## src/rtl/shift_add_mul.sv

```systemverilog
// shift_add_mul: multi-cycle 32x32 unsigned shift-and-add multiplier that
// returns the low 32 bits of a*b, one multiplier bit per clock. The
// accumulation goes through the combinational adder Add. Handshakes are
// valid/ready on the input and output sides, and one operation is in flight
// at a time.
// Optional feature: define SHIFT_ADD_MUL_EARLY_EXIT_EN to finish as soon as
// the remaining multiplier bits are all zero.
//
// state | meaning
// IDLE  | waiting for an operand pair (in_ready=1)
// RUN   | one multiplier bit consumed per cycle (busy=1)
// DONE  | product presented until downstream accepts (out_valid=1)

// Combinational 32-bit adder. It has no carry out.
module Add (
  input  logic [31:0] a,
  input  logic [31:0] b,
  output logic [31:0] sum
);
  assign sum = a + b;
endmodule

module shift_add_mul #(
  parameter int WIDTH = 32,
  parameter int CNT_W = 5
) (
  input  logic             clk,
  input  logic             rst_n,
  input  logic             in_valid,
  output logic             in_ready,
  input  logic [WIDTH-1:0] a,
  input  logic [WIDTH-1:0] b,
  output logic             out_valid,
  input  logic             out_ready,
  output logic [WIDTH-1:0] product,
  output logic             busy
);

  // Add is 32 bits wide, so any other width cannot work.
  if (WIDTH != 32) begin : g_width_check
    $error("shift_add_mul: WIDTH must be 32");
  end

  typedef enum logic [1:0] {IDLE, RUN, DONE} state_t;

  state_t           state;
  state_t           state_nxt;
  logic [WIDTH-1:0] acc;
  logic [WIDTH-1:0] mcand;
  logic [WIDTH-1:0] mplier;
  logic [CNT_W-1:0] cnt;
  logic [WIDTH-1:0] add_sum;
  logic [WIDTH-1:0] acc_nxt;
  logic             last;

  Add u_add (
    .a   (acc),
    .b   (mcand),
    .sum (add_sum)
  );

  assign acc_nxt = mplier[0] ? add_sum : acc;

`ifdef SHIFT_ADD_MUL_EARLY_EXIT_EN
  // Stop once no set multiplier bits remain after this iteration's shift.
  assign last = (cnt == CNT_W'(WIDTH - 1)) || ((mplier >> 1) == '0);
`else
  assign last = (cnt == CNT_W'(WIDTH - 1));
`endif

  assign in_ready  = (state == IDLE);
  assign out_valid = (state == DONE);
  assign busy      = (state == RUN);

  // State register.
  always_ff @(posedge clk or negedge rst_n) begin
    if (!rst_n) begin
      state <= IDLE;
    end else begin
      state <= state_nxt;
    end
  end

  // Next-state logic. The handshakes depend only on the registered state.
  always_comb begin
    state_nxt = state;
    case (state)
      IDLE:    if (in_valid) state_nxt = RUN;
      RUN:     if (last) state_nxt = DONE;
      DONE:    if (out_ready) state_nxt = IDLE;
      default: state_nxt = IDLE;
    endcase
  end

  // Datapath: load the operands on acceptance, then shift and add each RUN cycle.
  always_ff @(posedge clk or negedge rst_n) begin
    if (!rst_n) begin
      acc     <= '0;
      mcand   <= '0;
      mplier  <= '0;
      cnt     <= '0;
      product <= '0;
    end else begin
      case (state)
        IDLE: begin
          if (in_valid) begin
            mcand  <= a;
            mplier <= b;
            acc    <= '0;
            cnt    <= '0;
          end
        end
        RUN: begin
          acc    <= acc_nxt;
          mcand  <= mcand << 1;
          mplier <= mplier >> 1;
          cnt    <= cnt + CNT_W'(1);
          if (last) product <= acc_nxt;
        end
        default: ;
      endcase
    end
  end

endmodule

```

## config.mk

```make
export PLATFORM = sky130hd
export DESIGN_NAME = shift_add_mul
export DESIGN_NICKNAME = d
export VERILOG_FILES = /design/src/rtl/shift_add_mul.sv
export SDC_FILE = /design/constraint.sdc
export NUM_CORES = 1
export LEC_CHECK = 0
export ABC_AREA = 1
export ABC_CLOCK_PERIOD_IN_PS = 2510
export BUFFER_PORTS_ARGS = -buffer_cell sky130_fd_sc_hd__buf_2
export CORE_MARGIN = 2
export CORE_UTILIZATION = 55
export DETAILED_ROUTE_END_ITERATION = 10
export PLACE_DENSITY = 0.76
export SLEW_MARGIN = 20
export SYNTH_ARGS = -nofsm -noshare
export SYNTH_HDL_FRONTEND = slang
export SYNTH_SLANG_ARGS = --single-unit
```

## constraint.sdc

```tcl
create_clock -name clk -period 2.51 [get_ports clk]
set_input_delay 0.3765 -clock clk [delete_from_list [all_inputs] [get_ports clk]]
set_output_delay 0.3765 -clock clk [all_outputs]
set_load 0.01 [all_outputs]
```

==> impl_metrics.py, run 1 <==
metrics = {
    "outcome": {
        "status": "finished, final reports clean",
    },
    "drt": {
        "wl_um": 22790,
        "wire_per_inst_um": 15.98,
        "drc_errors": 0,
        "dr.pass1.iters": 6,
        "dr.first_iter.drc_count": 646,
        "ant_nets": 0,
        "routed_via_density": 5.482,
        "vias": 7818,
    },
    "power": {
        "power_frac_seq_pct": 26.6,
        "power.share.clock_pct": 16.7,
        "total_power_mw": 14.72,
        "switching_power_mw": 7.095,
        "powerDensity_mw_per_mm2": 1534,
        "switching_share_pct": 48.21,
        "leakagePower_nw": 5.334,
        "ir_worst_vdd_mv": 0.8143,
        "p_int_mw": 7.621,
        "pwr-share-comb_pct": 56.7,
    },
    "synth": {
        "yosysMostFrequentCell": "nand2_1",
        "avgSynthCellArea_um2": 7.294,
        "async_flop_share_pct": 100.0,
        "synth_xor_area_share_pct": 1.577,
        "synth_compound_area_share_pct": 10.56,
        "synth_nets": 1244,
        "synth_cells": 1142,
        "synthMuxAreaShare_pct": 0,
        "ys_ff_latch": 135,
        "synth_edf_count": 0,
        "synth_warnings": 0,
        "synth_fa_ha_area_share_pct": 5.198,
        "synth_top_area_share_pct": 40.56,
        "synth_top_family_by_area": "simple AND/OR/NAND/NOR gates",
        "synth_top_area_cell": "dfrtp_1",
        "ys_seq_area_share_pct": 40.56,
        "yosys-top-cells-area": "dfrtp_1 (41%), nand2_1 (17%), nand3_1 (8.8%)",
        "synth_ff_type": "dfrtp_1",
        "synth.distinct_cells": 39,
        "syn_area_mm2": 0.008329,
        "yosys.area_share.simple_pct": 31.91,
        "synth_commonest_cells": "nand2_1 (369), inv_1 (167), nand3_1 (147)",
    },
    "setup_path": {
        "rrSetupSlack_ns": 0.25,
        "crit_path_end_kind": "register",
        "cp-start-kind": "register",
        "crit_fanout": 5,
        "path_class": "register to register",
        "worstPathArrival_ns": 2.57,
        "crit_required_ns": 2.82,
    },
    "placement": {
        "globalplace.congestion": 0.9735,
        "dp_cells": 1394,
        "io_buffers": 102,
        "hpwlAfterDp_um": 16410,
    },
    "cts": {
        "clk_latency_ns": 0.42,
        "cts_tree": "yes",
        "htreeDepth": 4,
        "path_clk_slew_ns": 0.06,
        "cts.sinks": 135,
        "clk_path_buf_depth": 2,
        "cts_setup_buffers": 0,
        "cts_inserted_buffers": 17,
        "root_buffer": "clkbuf_16",
    },
    "timing": {
        "drv_slew": 0,
        "slew_headroom_pct": 38.04,
        "fin_crit_sh_pct": 90.16,
        "fin_tns_setup_ns": 0,
        "grt_setup_unrepaired": "no",
        "period_needed_ns": 2.263,
        "max_slew.worst_pin.slew_ns": 0.9281,
        "fmax_mhz": 441.9,
        "finalHoldViolations": 0,
        "fin_skew_ns": 0.009793,
        "setup_viol": 0,
    },
    "grt": {
        "grt_pass1_vias": 7694,
        "antenna_found_initial": 0,
        "grt_pass1_wl_um": 38160,
        "grt_overflow_total": 0,
        "grt_max_degree": 66,
        "grt.total_usage_pct": 29.94,
    },
    "min_path": {
        "hold_class": "input pin to register",
    },
    "final_layout": {
        "stdcell_count": 1426,
        "final_layout_size_suffix_gt1_share_pct": 15.86,
        "areaGrowthSynthToFinish_pct": 15.14,
        "fin_util_pct": 65.49,
        "nets": 1332,
        "diodes": 0,
    },
    "floorplanning": {
        "start_util_pct": 56.88,
        "rows": 44,
        "die_w_um": 127.1,
        "io_pins": 103,
        "fp.coreArea_mm2": 0.01464,
        "die_height_um": 127.1,
        "dieArea_mm2": 0.01614,
    },
    "run": {
        "maxCapViolCount": 0,
    },
}
==> routing by layer <==
metal	global-route usage (%)	wire length (um)	share of wire, %	up-vias
li1	-	-	-	3879
met1	43.32	10710	47	3612
met2	45.10	9992	44	297
met3	6.407	1623	7.1	30
met4	10.02	464	2.0	0
met5	0	0	0	-
==> kinds of logic (layout without fill, tap and decap cells) <==
logic type	after synthesis	in the layout
and+or+nand+nor	609	609
buffers and inverters	220	320
DFF	135	135
AOI/OAI and AO/OA	129	129
adders and majority gates	34	34
xor gates and xnor gates	15	15
==> cells in the final DEF (no fill, tap or decap), types with 3 or more instances in the layout <==
master     instances
nand2_1          369
inv_1            167
nand3_1          147
dfrtp_1          135
buf_2            101
nor2_1            40
ha_1              33
o221ai_1          31
a22oi_1           29
o21ai_0           24
a21oi_1           21
clkbuf_16         17
or2_2             15
nand3_2           12
nand2_2           11
buf_4             11
xor2_1             8
xnor2_1            7
o22ai_1            7
inv_2              5
o211ai_1           5
nor2_2             4
o21ai_1            4
clkinv_4           4
nand4_1            3
o21bai_1           3
inv_6              3
==> area by class of cell <==
| cell class | count | area (um2) |
|---|---|---|
| fill | 1306 | 5054 |
| tap | 184 | 230.2 |
| inverter | 173 | 649.4 |
| multi-input combinational | 787 | 4109 |
| clock buffer | 20 | 456.7 |
| sequential | 135 | 3378 |
| clock inverter | 11 | 117.6 |
| timing repair buffer | 116 | 649.4 |
==> power by group through the flow <==
stage	combinational, mW	sequential [mW]	clock [mW]
after floorplan	6.21	3.79	0
after global placement	8.11	3.91	0
after detailed placement	8.22	3.92	0
after CTS	8.26	3.91	2.48
after global routing	9.51	4.03	2.58
final	8.34	3.92	2.45
==> through the flow <==
stage | cell area, um2 | setup WS, ns | hold WS, ns
2_1_floorplan | 8329 | 0.6280 | 0.08091
3_3_place_gp | 9006 | 0.3251 | 0.2957
3_5_place_dp | 9006 | 0.3015 | 0.2995
4_1_cts | 9590 | 0.2700 | 0.1283
5_1_grt | 9590 | 0.08594 | 0.1242
6_report | 9590 | 0.2470 | 0.1372
==> critical path, cell delays in order (launching register included) <==
cell and delay, ns:
dfrtp_1 0.38, ha_1 0.28, fa_1 0.48, nand3_1 0.10
nand3_1 0.15, nand2_1 0.11, nand2_1 0.10, nand3_1 0.13
nand3_1 0.09, nand2_1 0.08, nand3_2 0.07, nand3_1 0.11
nand2_1 0.06
==> sequential cells by signal (all words and copies together) (netlist names) <==
| signal | count |
|---|---|
| cnt | 5 |
| product | 32 |
| acc | 32 |
| mplier | 32 |
| state | 2 |
| mcand | 32 |
==> worst paths after layout <==
path	cells after the start	end	from
setup / recovery	12	product[24]	acc[0]
setup reg to reg	12	product[24]	acc[0]
hold reg to reg	2	product[15]	product[15]
max in group asynchronous	3	acc[25]	rst_n
min in group asynchronous	2	acc[6]	rst_n
hold / removal	2	state[1]	out_ready
==> repair_timing <==
action,CTS,global route
endpoints found under the hold margin,30,0
gates resized for setup,0,0
hold buffers,1,0
(Power assumes the default switching activity.)
==> inputs of run 2 (changes only) <==
RECOVER_POWER = 100   (was not set)
SYNTH_HIERARCHICAL = 1   (was not set)
==> run 2 against run 1 <==
  * The flow now finishes with violations (capacitance limit, slew limit)
  * Cell area rose by 0.53%
  * Die area up 1.4%
  * Wire length fell by 5.7%
  * Clock power rose by 8%
  * Worst setup slack worse by 0.088 ns
  * Sequential power is 11% lower
  * Critical path type unchanged
  * Critical endpoint is now acc[27]
  * Highest routed layer unchanged
==> impl_metrics.py, run 2 <==
metrics = {
    "synth": {
        "synth_ff_type": "dfrtp_1",
        "avgSynthCellArea_um2": 6.869,
        "ys_seq_area_share_pct": 39.98,
        "ys_ff_latch": 135,
        "syn_area_mm2": 0.008449,
        "synth_top_area_cell": "dfrtp_1",
        "synth_nets": 1332,
        "synth_edf_count": 0,
        "yosys-top-cells-area": "dfrtp_1 (40%), nand2_1 (20%), nand3_1 (13%)",
        "synth_cells": 1230,
        "async_flop_share_pct": 100.0,
        "synth_commonest_cells": "nand2_1 (457), nand3_1 (217), inv_1 (143)",
        "yosysMostFrequentCell": "nand2_1",
        "synth_warnings": 6,
        "synth_top_area_share_pct": 39.98,
        "synth.distinct_cells": 29,
    },
    "drt": {
        "drc_errors": 0,
        "dr.pass1.iters": 5,
        "routed_via_density": 5.299,
        "ant_nets": 0,
        "wire_per_inst_um": 14.17,
        "dr.first_iter.drc_count": 468,
        "vias": 8034,
        "wl_um": 21490,
    },
    "placement": {
        "dp_slack_ns": 0.2082,
        "globalplace.congestion": 0.9873,
        "io_buffers": 102,
        "hpwlAfterDp_um": 15190,
        "dp_cells": 1484,
    },
    "grt": {
        "grt.total_usage_pct": 27.83,
        "antenna_found_initial": 0,
        "grt_overflow_total": 0,
        "grt_pass1_wl_um": 36250,
        "grt_pass1_vias": 7695,
        "grt_max_degree": 66,
    },
    "cts": {
        "root_buffer": "clkbuf_16",
        "clk_latency_ns": 0.44,
        "cts_inserted_buffers": 17,
        "clk_path_buf_depth": 2,
        "path_clk_slew_ns": 0.06,
        "htreeDepth": 4,
        "cts_tree": "yes",
        "cts.sinks": 135,
    },
    "min_path": {
        "hold_class": "input pin to register",
        "hold_path_depth": 2,
    },
    "timing": {
        "grt_setup_unrepaired": "no",
        "drv_slew": 62,
        "finalHoldViolations": 0,
        "setup_ws_ns": 0.1588,
        "max_slew.worst_pin.slew_ns": 1.610,
        "fin_skew_ns": 0.01137,
        "fin_crit_sh_pct": 93.67,
        "period_needed_ns": 2.351,
        "slew_headroom_pct": -7.304,
        "setup_viol": 0,
        "fmax_mhz": 425.3,
        "fin_tns_setup_ns": 0,
    },
    "setup_path": {
        "cp_common_cell": "nand2_1",
        "worstPathArrival_ns": 2.66,
        "path_class": "register to register",
        "path_cells": "ha_1, nand2_1, inv_1, a21oi_1, nand2_2, nand2_1, nand2_1, nand2_1, nand2_1, nand2_1, nand2_1, nand2_1, o21ai_0, nand2_1, o21ai_0",
        "cpPeakStageDelay_ns": 0.39,
        "ff2ff_path_depth": 15,
        "cp-start-kind": "register",
        "crit_cells": 15,
        "crit_required_ns": 2.82,
        "crit_path_end_kind": "register",
        "cp_num_buf_inv": 1,
        "cpMaxStageDelayCell": "dfrtp_1",
        "crit_fanout": 4,
        "crit_family": "simple AND/OR/NAND/NOR gates",
    },
    "outcome": {
        "status": "finished, violations left",
        "violations": "capacitance limit, slew limit",
    },
    "floorplanning": {
        "io_pins": 103,
        "dieArea_mm2": 0.01637,
        "die_w_um": 127.9,
        "fp.coreArea_mm2": 0.01509,
        "start_util_pct": 56.00,
        "die_height_um": 127.9,
        "rows": 45,
    },
    "final_layout": {
        "multi_input_area_mm2": 0.004222,
        "areaGrowthSynthToFinish_pct": 14.11,
        "nets": 1418,
        "final_cell_mix": "nand2_1 (461), nand3_1 (218), inv_1 (145)",
        "stdcell_count": 1516,
        "fillers": 1417,
        "final_common_cell": "nand2_1",
        "fin_util_pct": 63.90,
        "seqCellArea_mm2": 0.003378,
        "diodes": 0,
        "final_layout_size_suffix_gt1_share_pct": 10.69,
    },
    "run": {
        "maxCapViolCount": 1,
    },
    "power": {
        "total_power_mw": 10.95,
        "powerDensity_mw_per_mm2": 1136,
        "ir_worst_vdd_mv": 0.5565,
        "leakagePower_nw": 5.392,
    },
}
==> run 2: cell count changes after synthesis, sizes merged, moves of 3 or more <==
cell    previous run  this run
nand2            381       473
nor3               2         5
o211ai             5         0
o221ai            31         0
nand3            159       221
o21ai             29        66
o22ai              7         0
xnor2              7         2
clkbuf            28        23
a22oi             29         0
xor2               8        14
buf               19        31
or2               16         1
inv              172       149
==> run 2: cell families (layout without fill, tap and decap cells) <==
logic type | after synthesis | in the layout | synth area share (%)
AOI/OAI and AO/OA | 91 | 91 | 5.553
xor gates and xnor gates | 16 | 16 | 1.659
adders and majority gates | 34 | 34 | 5.124
buffers and inverters | 203 | 301 | 9.788
DFF | 135 | 135 | 39.98
and+or+nand+nor | 751 | 751 | 37.89
==> run 2: per-stage QoR <==
stage	cell area (um2)	hold slack, ns
5_1_grt	9642	0.1291
3_5_place_dp	9111	0.3958
2_1_floorplan	8449	0.08091
6_report	9642	0.1285
3_3_place_gp	9111	0.4038
4_1_cts	9737	0.1120
==> run 2: power breakdown <==
group | internal (mW) | switching [mW]
logic | 1.68 | 3.15
clock network | 1.59 | 1.05
registers | 2.93 | 0.542
==> run 2: final cells by class <==
type                    count  area share [%]
multi-input cells         892           43.78
flip-flops and latches    135           35.04
repair buffers            121           6.553
inverters                 149           5.801
clock buffers              17           4.412
well taps                 188           2.440
clock inverters            14           1.972
==> run 2: layer usage <==
layer	track usage [%]	share of wire (%)	up-vias
met2	45.55	46	247
met4	10.60	2.5	0
met3	5.760	5.1	37
met1	36.58	46	3696
li1	-	-	4054
met5	0	0	-
==> run 2: final timing paths <==
kind                             start          end  slack, ns
setup / recovery                acc[6]      acc[27]       0.16
hold / removal               out_ready     state[1]       0.13
setup reg to reg                acc[6]      acc[27]       0.16
hold reg to reg            product[17]  product[17]       0.46
max in group asynchronous        rst_n    mplier[0]       0.40
min in group asynchronous        rst_n  product[13]       0.89
==> run 2: repair_timing <==
| action | in CTS | in global routing |
|---|---|---|
| hold buffers | 1 | 0 |
| resized for setup | 0 | 1 |
| endpoints found under the hold margin | 59 | 0 |
| setup buffers | 0 | 0 |
| setup endpoints to repair | 0 | 1 |
